**src/rtl/alu_pkg.sv**
```systemverilog
// Shared widths, flag bit positions and the buffered writeback entry layout
// for the ALU writeback path.
package alu_pkg;

    localparam int DATA_W = 24;
    localparam int RD_W   = 3;

    localparam int FLAG_Z = 0;
    localparam int FLAG_N = 1;
    localparam int FLAG_C = 2;
    localparam int FLAG_V = 3;

    typedef struct packed {
        logic [DATA_W-1:0] result;
        logic              zero;
        logic              overflow;
        logic              carry;
        logic              neg;
        logic [RD_W-1:0]   rd;
        logic              flags_we;
    } wb_entry_t;

    localparam int ENTRY_W = $bits(wb_entry_t);

    // Negative flag is the sign bit of the two's-complement result.
    function automatic logic result_neg(input logic [DATA_W-1:0] res);
        return res[DATA_W-1];
    endfunction

endpackage

```
**src/rtl/wb_fifo2.sv**
```systemverilog
// Two-entry in-order buffer with 1-bit pointers, registered ready/valid and flush.
// Caller must only push when in_ready is high and pop when wb_valid is high.
module wb_fifo2
    import alu_pkg::*;
(
    input  logic               clk,
    input  logic               reset,
    input  logic               flush,
    input  logic               push,
    input  logic [ENTRY_W-1:0] push_entry,
    input  logic               pop,
    output logic [ENTRY_W-1:0] head_entry,
    output logic               in_ready,
    output logic               wb_valid
);

    localparam logic [1:0] EMPTY = 2'd0;
    localparam logic [1:0] ONE   = 2'd1;
    localparam logic [1:0] FULL  = 2'd2;

    logic [ENTRY_W-1:0] mem_q [0:1];
    logic [1:0]         count_q, count_d;
    logic               wr_ptr_q, wr_ptr_d;
    logic               rd_ptr_q, rd_ptr_d;
    logic               in_ready_q;
    logic               wb_valid_q;
    logic               do_push;

    assign do_push = push && (count_q != FULL) && !flush;

    always_comb begin
        count_d  = count_q;
        wr_ptr_d = wr_ptr_q;
        rd_ptr_d = rd_ptr_q;
        if (flush) begin
            // Whatever is popped this cycle has already been consumed upstream
            // of the flush; the buffer restarts from a clean pointer pair.
            count_d  = EMPTY;
            wr_ptr_d = 1'b0;
            rd_ptr_d = 1'b0;
        end else begin
            if (do_push) wr_ptr_d = ~wr_ptr_q;
            if (pop)     rd_ptr_d = ~rd_ptr_q;
            case (count_q)
                EMPTY: begin
                    if (do_push) count_d = ONE;
                end
                ONE: begin
                    if (do_push && !pop)      count_d = FULL;
                    else if (!do_push && pop) count_d = EMPTY;
                end
                FULL: begin
                    if (pop) count_d = ONE;
                end
                default: count_d = EMPTY;
            endcase
        end
    end

    always_ff @(posedge clk) begin
        if (reset) begin
            count_q    <= EMPTY;
            wr_ptr_q   <= 1'b0;
            rd_ptr_q   <= 1'b0;
            in_ready_q <= 1'b1;
            wb_valid_q <= 1'b0;
            mem_q[0]   <= '0;
            mem_q[1]   <= '0;
        end else begin
            count_q    <= count_d;
            wr_ptr_q   <= wr_ptr_d;
            rd_ptr_q   <= rd_ptr_d;
            in_ready_q <= (count_d != FULL);
            wb_valid_q <= (count_d != EMPTY);
            if (do_push) mem_q[wr_ptr_q] <= push_entry;
        end
    end

    assign head_entry = mem_q[rd_ptr_q];
    assign in_ready   = in_ready_q;
    assign wb_valid   = wb_valid_q;

endmodule

```
**src/rtl/alu_writeback_stage.sv**
```systemverilog
// Buffers ALU results for the register-file write port and commits status flags on pop.
// One cycle push-to-present; holds up to two entries, in_ready drops when full.
module alu_writeback_stage
    import alu_pkg::*;
(
    input  logic              clk,
    input  logic              reset,
    input  logic              flush,
    input  logic              in_valid,
    output logic              in_ready,
    input  logic [DATA_W-1:0] in_result,
    input  logic              in_zero,
    input  logic              in_overflow,
    input  logic              in_carry,
    input  logic [RD_W-1:0]   in_rd,
    input  logic              in_flags_we,
    output logic              wb_valid,
    input  logic              wb_ready,
    output logic [RD_W-1:0]   wb_rd,
    output logic [DATA_W-1:0] wb_data,
    output logic              flag_z,
    output logic              flag_n,
    output logic              flag_c,
    output logic              flag_v
);

    wb_entry_t          in_entry;
    wb_entry_t          head;
    logic [ENTRY_W-1:0] head_raw;
    logic               push;
    logic               pop;
    logic [3:0]         flags_q, flags_d;

    always_comb begin
        in_entry          = '0;
        in_entry.result   = in_result;
        in_entry.zero     = in_zero;
        in_entry.overflow = in_overflow;
        in_entry.carry    = in_carry;
        in_entry.neg      = result_neg(in_result);
        in_entry.rd       = in_rd;
        in_entry.flags_we = in_flags_we;
    end

    assign push = in_valid && in_ready;
    assign pop  = wb_valid && wb_ready;

    wb_fifo2 u_fifo (
        .clk        (clk),
        .reset      (reset),
        .flush      (flush),
        .push       (push),
        .push_entry (in_entry),
        .pop        (pop),
        .head_entry (head_raw),
        .in_ready   (in_ready),
        .wb_valid   (wb_valid)
    );

    assign head = wb_entry_t'(head_raw);

    // A pop in a flush cycle still commits its flags.
    always_comb begin
        flags_d = flags_q;
        if (pop && head.flags_we) begin
            flags_d[FLAG_Z] = head.zero;
            flags_d[FLAG_N] = head.neg;
            flags_d[FLAG_C] = head.carry;
            flags_d[FLAG_V] = head.overflow;
        end
    end

    always_ff @(posedge clk) begin
        if (reset) flags_q <= '0;
        else       flags_q <= flags_d;
    end

    assign wb_rd   = head.rd;
    assign wb_data = head.result;
    assign flag_z  = flags_q[FLAG_Z];
    assign flag_n  = flags_q[FLAG_N];
    assign flag_c  = flags_q[FLAG_C];
    assign flag_v  = flags_q[FLAG_V];

endmodule

```
**config.mk**
```make
export PLATFORM = sky130hd
export DESIGN_NAME = alu_writeback_stage
export DESIGN_NICKNAME = d
export VERILOG_FILES = /design/src/rtl/alu_pkg.sv /design/src/rtl/wb_fifo2.sv /design/src/rtl/alu_writeback_stage.sv
export SDC_FILE = /design/constraint.sdc
export NUM_CORES = 1
export LEC_CHECK = 0
export CAP_MARGIN = 5
export CORE_ASPECT_RATIO = 1.25
export CORE_MARGIN = 8
export CORE_UTILIZATION = 39
export CTS_BUF_LIST = sky130_fd_sc_hd__clkbuf_4 sky130_fd_sc_hd__clkbuf_8
export DETAILED_ROUTE_END_ITERATION = 10
export RECOVER_POWER = 100
export SYNTH_ARGS = -nofsm -noshare
export SYNTH_HDL_FRONTEND = slang
export SYNTH_SLANG_ARGS = --single-unit
```
**constraint.sdc**
```tcl
create_clock -name clk -period 3.8 [get_ports clk]
set_input_delay 0.76 -clock clk [delete_from_list [all_inputs] [get_ports clk]]
set_output_delay 0.76 -clock clk [all_outputs]
set_load 0.005 [all_outputs]
```
==> impl_results.md, run 1 <==
* Status: finished with violations
* Failing checks: max-capacitance violations, max-slew violations
* Distinct cell type count of the synthesized netlist at 33
* VDD IR-drop max at 0.000165 V
* Crit-path max FO at 21
* Global-route wire length before repair at between 10,000 and 15,000 um
* Power density cells at approximately 400 nW/um^2
* Initial Utilization at roughly 40%
* Tcrit/Tclk final at approximately four fifths
* Commonest non-fill, non-tap cells in the layout: 62 x edfxtp_1, 54 x nor2_1, 36 x nand2_1
* Max-slew headroom at -10.8%
* Root Buffer: clkbuf_8
* Most common cell after layout, fill and taps aside: edfxtp_1
* Largest net degree at the start of global routing at 34
* Clock buffers created by TritonCTS at 9
* Vias in the first global route at about 2,300
* Top cell type by total area after synthesis: edfxtp_1
* Final setup TNS at 0 ns
* CP required at around 3.8 ns
* Max-cap violations at 1
* Sequential fraction of the synthesis area at between 60% and 70%
* Hold_buf cts at 0
* Synth Cell Area at 3330 um^2
* Synth area leaders: edfxtp_1 56%, mux2_2 9.1%, dfxtp_1 6.6%
* Post_cts resized at 0
* Crit path cell chain: dlygate4sd3_1 > and2_0 > nand4b_1 > nand2_1 > clkbuf_1
* DR vias/cell at between 4 and 5
* Highest routed layer: met4
* Vias at roughly 2,100
* Post-route ant nets at 0
* ANT cells at 0
* Syn nets at ~310
* Fin area at between 4000 and 5000 um^2
* Die Ht at 119 um
* Port Buf Inserts at 68
* Ratio of cells with drive above 1 in the final layout at 17.2%
* Placed cell area at 3900 um^2
* Die width at around 100 um
* TritonCTS clock tree: built
* Worst-skew pair later-pin latency at ~0.35 ns
* Final min period at between 3 and 4 ns
* Area share of the largest cell type after synthesis at between 50% and 60%
* DR WL met2 at between 3000 and 4000 um
* Clock slew at reported path FFs at 0.08 ns
* Clock Sinks at 73
* Die Area at ~12,000 um^2
* Synth Instances at 278
* Setup Viol. Count Final at 0
* Met3 WL post-DR at approximately 340 um
* Final Net Count at about 360
* Crit start category: primary input
* Max stage delay on crit path at between 0.9 and 1 ns
* Placer Congestion at approximately 0.78
* RSZ-0062 raised after global routing: false
* Max Root-Sink Buffers at 2
* Antenna violations before repair at 0
* Max Clock Skew at roughly 0.010 ns
* WL final at roughly 6700 um
* Routed wire per std cell at between 15 and 20 um
* Fmax at 323 MHz
* Register bit total from synthesis at 73
* Syn_area_per_cell at 12.0 um^2
* Detailed Route Iter0 Violations at 83
* IO Count at 69
* Final Max Slew Viols at 32
* FILL cells at around 770
* Warnings from Yosys at 0
* Pleak at 1.48 nW
* Core area at between 8000 and 9000 um^2
* Total GRT Usage at a little under an eighth
* Worst Path Arrival at approximately 3.1 ns
* Slew @ Worst Pin at about 1.7 ns
* Global route overflow at 0
* Sum of buffers and inverters on the critical path at 2
* Worst hold-check path type: flip-flop to flip-flop
* M1 WL at approximately 2600 um
* Critical path type: primary input to flip-flop
* Drt drc at 0
* Core Rows at 37
* Crit path max-delay family: buffers and inverters
* Hold Fails Final Rpt at 0
* Drt pass-1 iters at 6
* Post-CTS Repair Setup Buffers at 0
* # H-tree levels at 3
* Final HPWL DP at roughly 4500 um
* Layout area overhead at 21.3%
* Crit path max-delay cell type: clkbuf_1
* Worst setup EP type: flip-flop
cell usage after synthesis, drive strengths merged:
| master | n |
|---|---|
| a211o | 1 |
| or3 | 4 |
| dfxtp | 11 |
| mux2 | 27 |
| and3 | 1 |
| buf | 34 |
| o21bai | 1 |
| or4 | 1 |
| nor2b | 1 |
| a21boi | 1 |
| clkinv | 1 |
| a21oi | 4 |
| clkbuf | 8 |
| xor2 | 1 |
| mux2i | 4 |
| and2 | 1 |
| nand4b | 1 |
| o21ai | 6 |
| nand3 | 2 |
| o311a | 1 |
| edfxtp | 62 |
| or2b | 2 |
| nor3 | 2 |
| o41ai | 1 |
| and4 | 1 |
| nand2 | 36 |
| nor2 | 63 |
final timing paths:
path / slack [ns] / cells past startpoint / endpoint / from
hold reg to reg: 0.50 / 2 / flags_q[0] / flags_q[0]
hold / removal: 0.50 / 2 / flags_q[0] / flags_q[0]
setup reg to reg: 1.33 / 4 / u_fifo.mem_q[1][21] / u_fifo.in_ready
setup / recovery: 0.71 / 5 / u_fifo.mem_q[1][21] / in_valid
per-stage QoR:
step / hold slack (ns) / instances / power [mW] / util [%] / setup WS (ns)
after floorplan: 0.466 / 278 / 1.04 / - / 1.14
after global placement: 0.485 / 407 / 1.12 / 47.0 / 1.22
after detailed placement: 0.478 / 407 / 1.12 / 47.0 / 1.18
after CTS: 0.497 / 423 / 1.66 / 49.1 / 0.859
after global routing: 0.541 / 423 / 1.70 / 48.8 / 0.536
final: 0.500 / 423 / 1.63 / 48.8 / 0.706
logic make-up after synthesis:
| kind of cell | Yosys count | synth area share [%] |
|---|---|---|
| flops | 73 | 62.4 |
| simple gates | 115 | 15.1 |
| xor+xnor | 1 | 0.263 |
| compound gates | 15 | 2.81 |
| buf+inv | 43 | 9.08 |
| mux | 31 | 10.3 |
report_power, final:
group | internal [mW] | total, mW | switching, mW
logic | 0.0907 | 0.168 | 0.0775
clock network | 0.245 | 0.543 | 0.298
registers | 0.907 | 0.920 | 0.0123
worst register-to-register path, cell delays in order (launching register included):
cell and delay (ns):
dfxtp_1 0.35, and2_0 0.23, nand4b_1 0.14, nand2_1 0.40
clkbuf_1 0.96
sequential cells by signal (all words and copies together) (netlist names), named ones only:
register         flops
u_fifo.mem_q        62
u_fifo.wb_valid      1
u_fifo.rd_ptr_q      1
u_fifo.count_q       2
u_fifo.wr_ptr_q      1
u_fifo.in_ready      1
flags_q              4
routing by layer:
layer / GRT usage [%] / vias to the layer above
li1: - / 1014
met4: 5.77 / 0
met3: 3.73 / 10
met1: 12.2 / 1004
met5: 0 / -
met2: 21.2 / 53
area by class of cell:
cell class                 instances  area, um^2  area share (%)
clock buffer                      10         131            3.25
clock inverter                     6        43.8            1.08
inverter                           1        3.75          0.0928
multi-input combinational        162         950            23.5
sequential                        73        2080            51.5
tap                               97         121            3.00
timing repair buffer              74         711            17.6
(Power assumes the default switching activity.)
==> inputs of run 2 (changes only) <==
PLACE_DENSITY = 0.66   (was not set)
clock period = 2.5 ns   (was 3.8 ns; I/O delays follow)
==> impl_results.md, run 2 (synthesis results as in run 1) <==
* Post-route ant nets at 0
* Placed cell area at roughly 4000 um^2
* Max-slew headroom at 49.0%
* Pleak at between 1.5 and 2 nW
* Logic pwr share at between 10% and 20%
* Worst-skew pair later-pin latency at around 0.32 ns
* IO Count at roughly 70
* CP required at 2.00 ns
* Vias at 2,040
* Critical path type: flip-flop to output pin
* Min-delay src: flags_q[2]
* Final min period at 2.33 ns
* FILL cells at 744
* Switching Share at 20.8%
* DR vias/cell at roughly 4.8
* Max Root-Sink Buffers at 2
* Crit path max-delay cell type: dfxtp_2
* Routed wire per std cell at about 15 um
* Hold_buf cts at 0
* Sequential power share at ~55%
* Worst setup EP type: output pin
* RSZ-0062 raised after global routing: false
* ANT cells at 0
* Crit-path max FO at 9
* Root Buffer: clkbuf_8
* Placer Congestion at slightly below 0.8
* Ratio of cells with drive above 1 in the final layout at between 10% and 20%
* Worst hold-check path type: flip-flop to flip-flop
* Power density cells at around 620 nW/um^2
* Detailed Route Iter0 Violations at around 100
* Vias in the first global route at roughly 2,200
* Largest regs: u_fifo.mem_q: 62 flops, flags_q: 4 flops, u_fifo.count_q: 2 flops
* Worst Path Arrival at between 1.5 and 2 ns
* Max-cap violations at 0
* Clock buffers created by TritonCTS at 9
* Final setup TNS at 0 ns
* Initial Utilization at between 40% and 50%
* Fin area at 4100 um^2
* Crit start category: flip-flop
* Global route overflow at 0
* Most common cell after layout, fill and taps aside: edfxtp_1
* Total GRT Usage at between 10% and 20%
* Sw Pwr at approximately 0.52 mW
* Drt drc at 0
* Core area at 8290 um^2
* Commonest non-fill, non-tap cells in the layout: 62 x edfxtp_1, 56 x nor2_1, 55 x clkdlybuf4s50_1
* Max Clock Skew at approximately 0.0063 ns
* Clock share of power at 34.2%
* Core Rows at 37
* Fin util at roughly half
* Clock slew at reported path FFs at around 0.07 ns
* Final Max Slew Viols at 0
* Largest net degree at the start of global routing at 32
* Status: completed
* Final HPWL DP at roughly 4300 um
* Drt pass-1 iters at 4
* Tcrit/Tclk final at around 93%
* Max stage delay on crit path at ~0.48 ns
* VDD IR-drop max at around 0.00027 V
* Top reg by flops: u_fifo.mem_q
* Global-route wire length before repair at 10,300 um
* Max reg flops at slightly above 60
* Post_cts resized at 0
* Setup Viol. Count Final at 0
* Crit path cell chain: buf_4 > mux2_2 > clkdlybuf4s50_1
* Clock Sinks at 73
* WL final at between 6000 and 7000 um
* Fmax at 429 MHz
* Die Ht at around 120 um
* Slew @ Worst Pin at about 0.76 ns
* Int Power at 2.00 mW
* Final Net Count at 362
* Min Hold Slack at approximately 0.49 ns
* Post-CTS Repair Setup Buffers at 0
* Layout area overhead at 22.9%
* Port Buf Inserts at between 60 and 70
* Antenna violations before repair at 0
* RR Startpoint: u_fifo.count_q[1]
* # H-tree levels at 3
* Hold Fails Final Rpt at 0
* TritonCTS clock tree: built
* Die width at approximately 99 um
* Die Area at approximately 12,000 um^2
run 2: cell count changes in the layout (fill, tap and decap cells not counted), moves of 2 or more:
cell	delta
nor2_2	-2
clkbuf_4	+2
nor2_1	+2
clkdlybuf4s50_1	+20
clkinvlp_4	-4
clkbuf_2	+3
clkinv_2	+2
mux2_1	-2
mux2_2	+2
dlygate4sd3_1	-20
run 2: final cells by class:
cell class,instances,area [um^2],area share [%]
Clock buffer,11,139,3.39
Sequential cell,73,2080,50.9
Timing Repair Buffer,79,757,18.5
Inverter,1,3.75,0.0916
Clock inverter,4,45.0,1.10
Multi-Input combinational cell,162,947,23.1
Tap cell,97,121,2.96
run 2: worst max-delay path, delay by kind of cell (launching register included):
family / cells / cell delay, ns
multiplexers: 1 / 0.36
flip-flops: 1 / 0.48
buffers and inverters: 2 / 0.67
run 2: path summary, 6_finish.rpt:
check | endpoint | slack [ns] | cells after the start
setup / recovery | wb_data[3] | 0.17 | 3
hold / removal | flags_q[2] | 0.49 | 2
setup reg to reg | u_fifo.mem_q[0][12] | 0.66 | 4
hold reg to reg | flags_q[2] | 0.49 | 2
run 2: metrics by stage:
step	setup slack, ns	total power [mW]	cells
5_1_grt	0.0856	2.62	427
4_1_cts	0.119	2.57	427
3_3_place_gp	0.272	1.71	412
3_5_place_dp	0.270	1.71	412
2_1_floorplan	0.105	1.59	278
6_report	0.171	2.53	427
run 2: metal layers:
layer | vias up | share of wire (%) | GRT usage, %
met5 | - | 0 | 0
met4 | 0 | 1.7 | 6.26
met3 | 6 | 5.6 | 3.09
met2 | 60 | 51 | 19.1
met1 | 953 | 41 | 12.1
li1 | 1021 | - | -
run 2: power groups by stage:
stage | clock, mW | sequential (mW) | combinational [mW]
3_5_place_dp | 0 | 1.42 | 0.288
5_1_grt | 0.927 | 1.40 | 0.293
6_report | 0.863 | 1.40 | 0.268
4_1_cts | 0.881 | 1.40 | 0.289
3_3_place_gp | 0 | 1.42 | 0.288
2_1_floorplan | 0 | 1.42 | 0.168
==> inputs of run 3 (changes only) <==
CAP_MARGIN = not set   (was 5)
==> results of run 3 <==
Same layout as run 2: the final DEF is identical, and so are final timing and power.
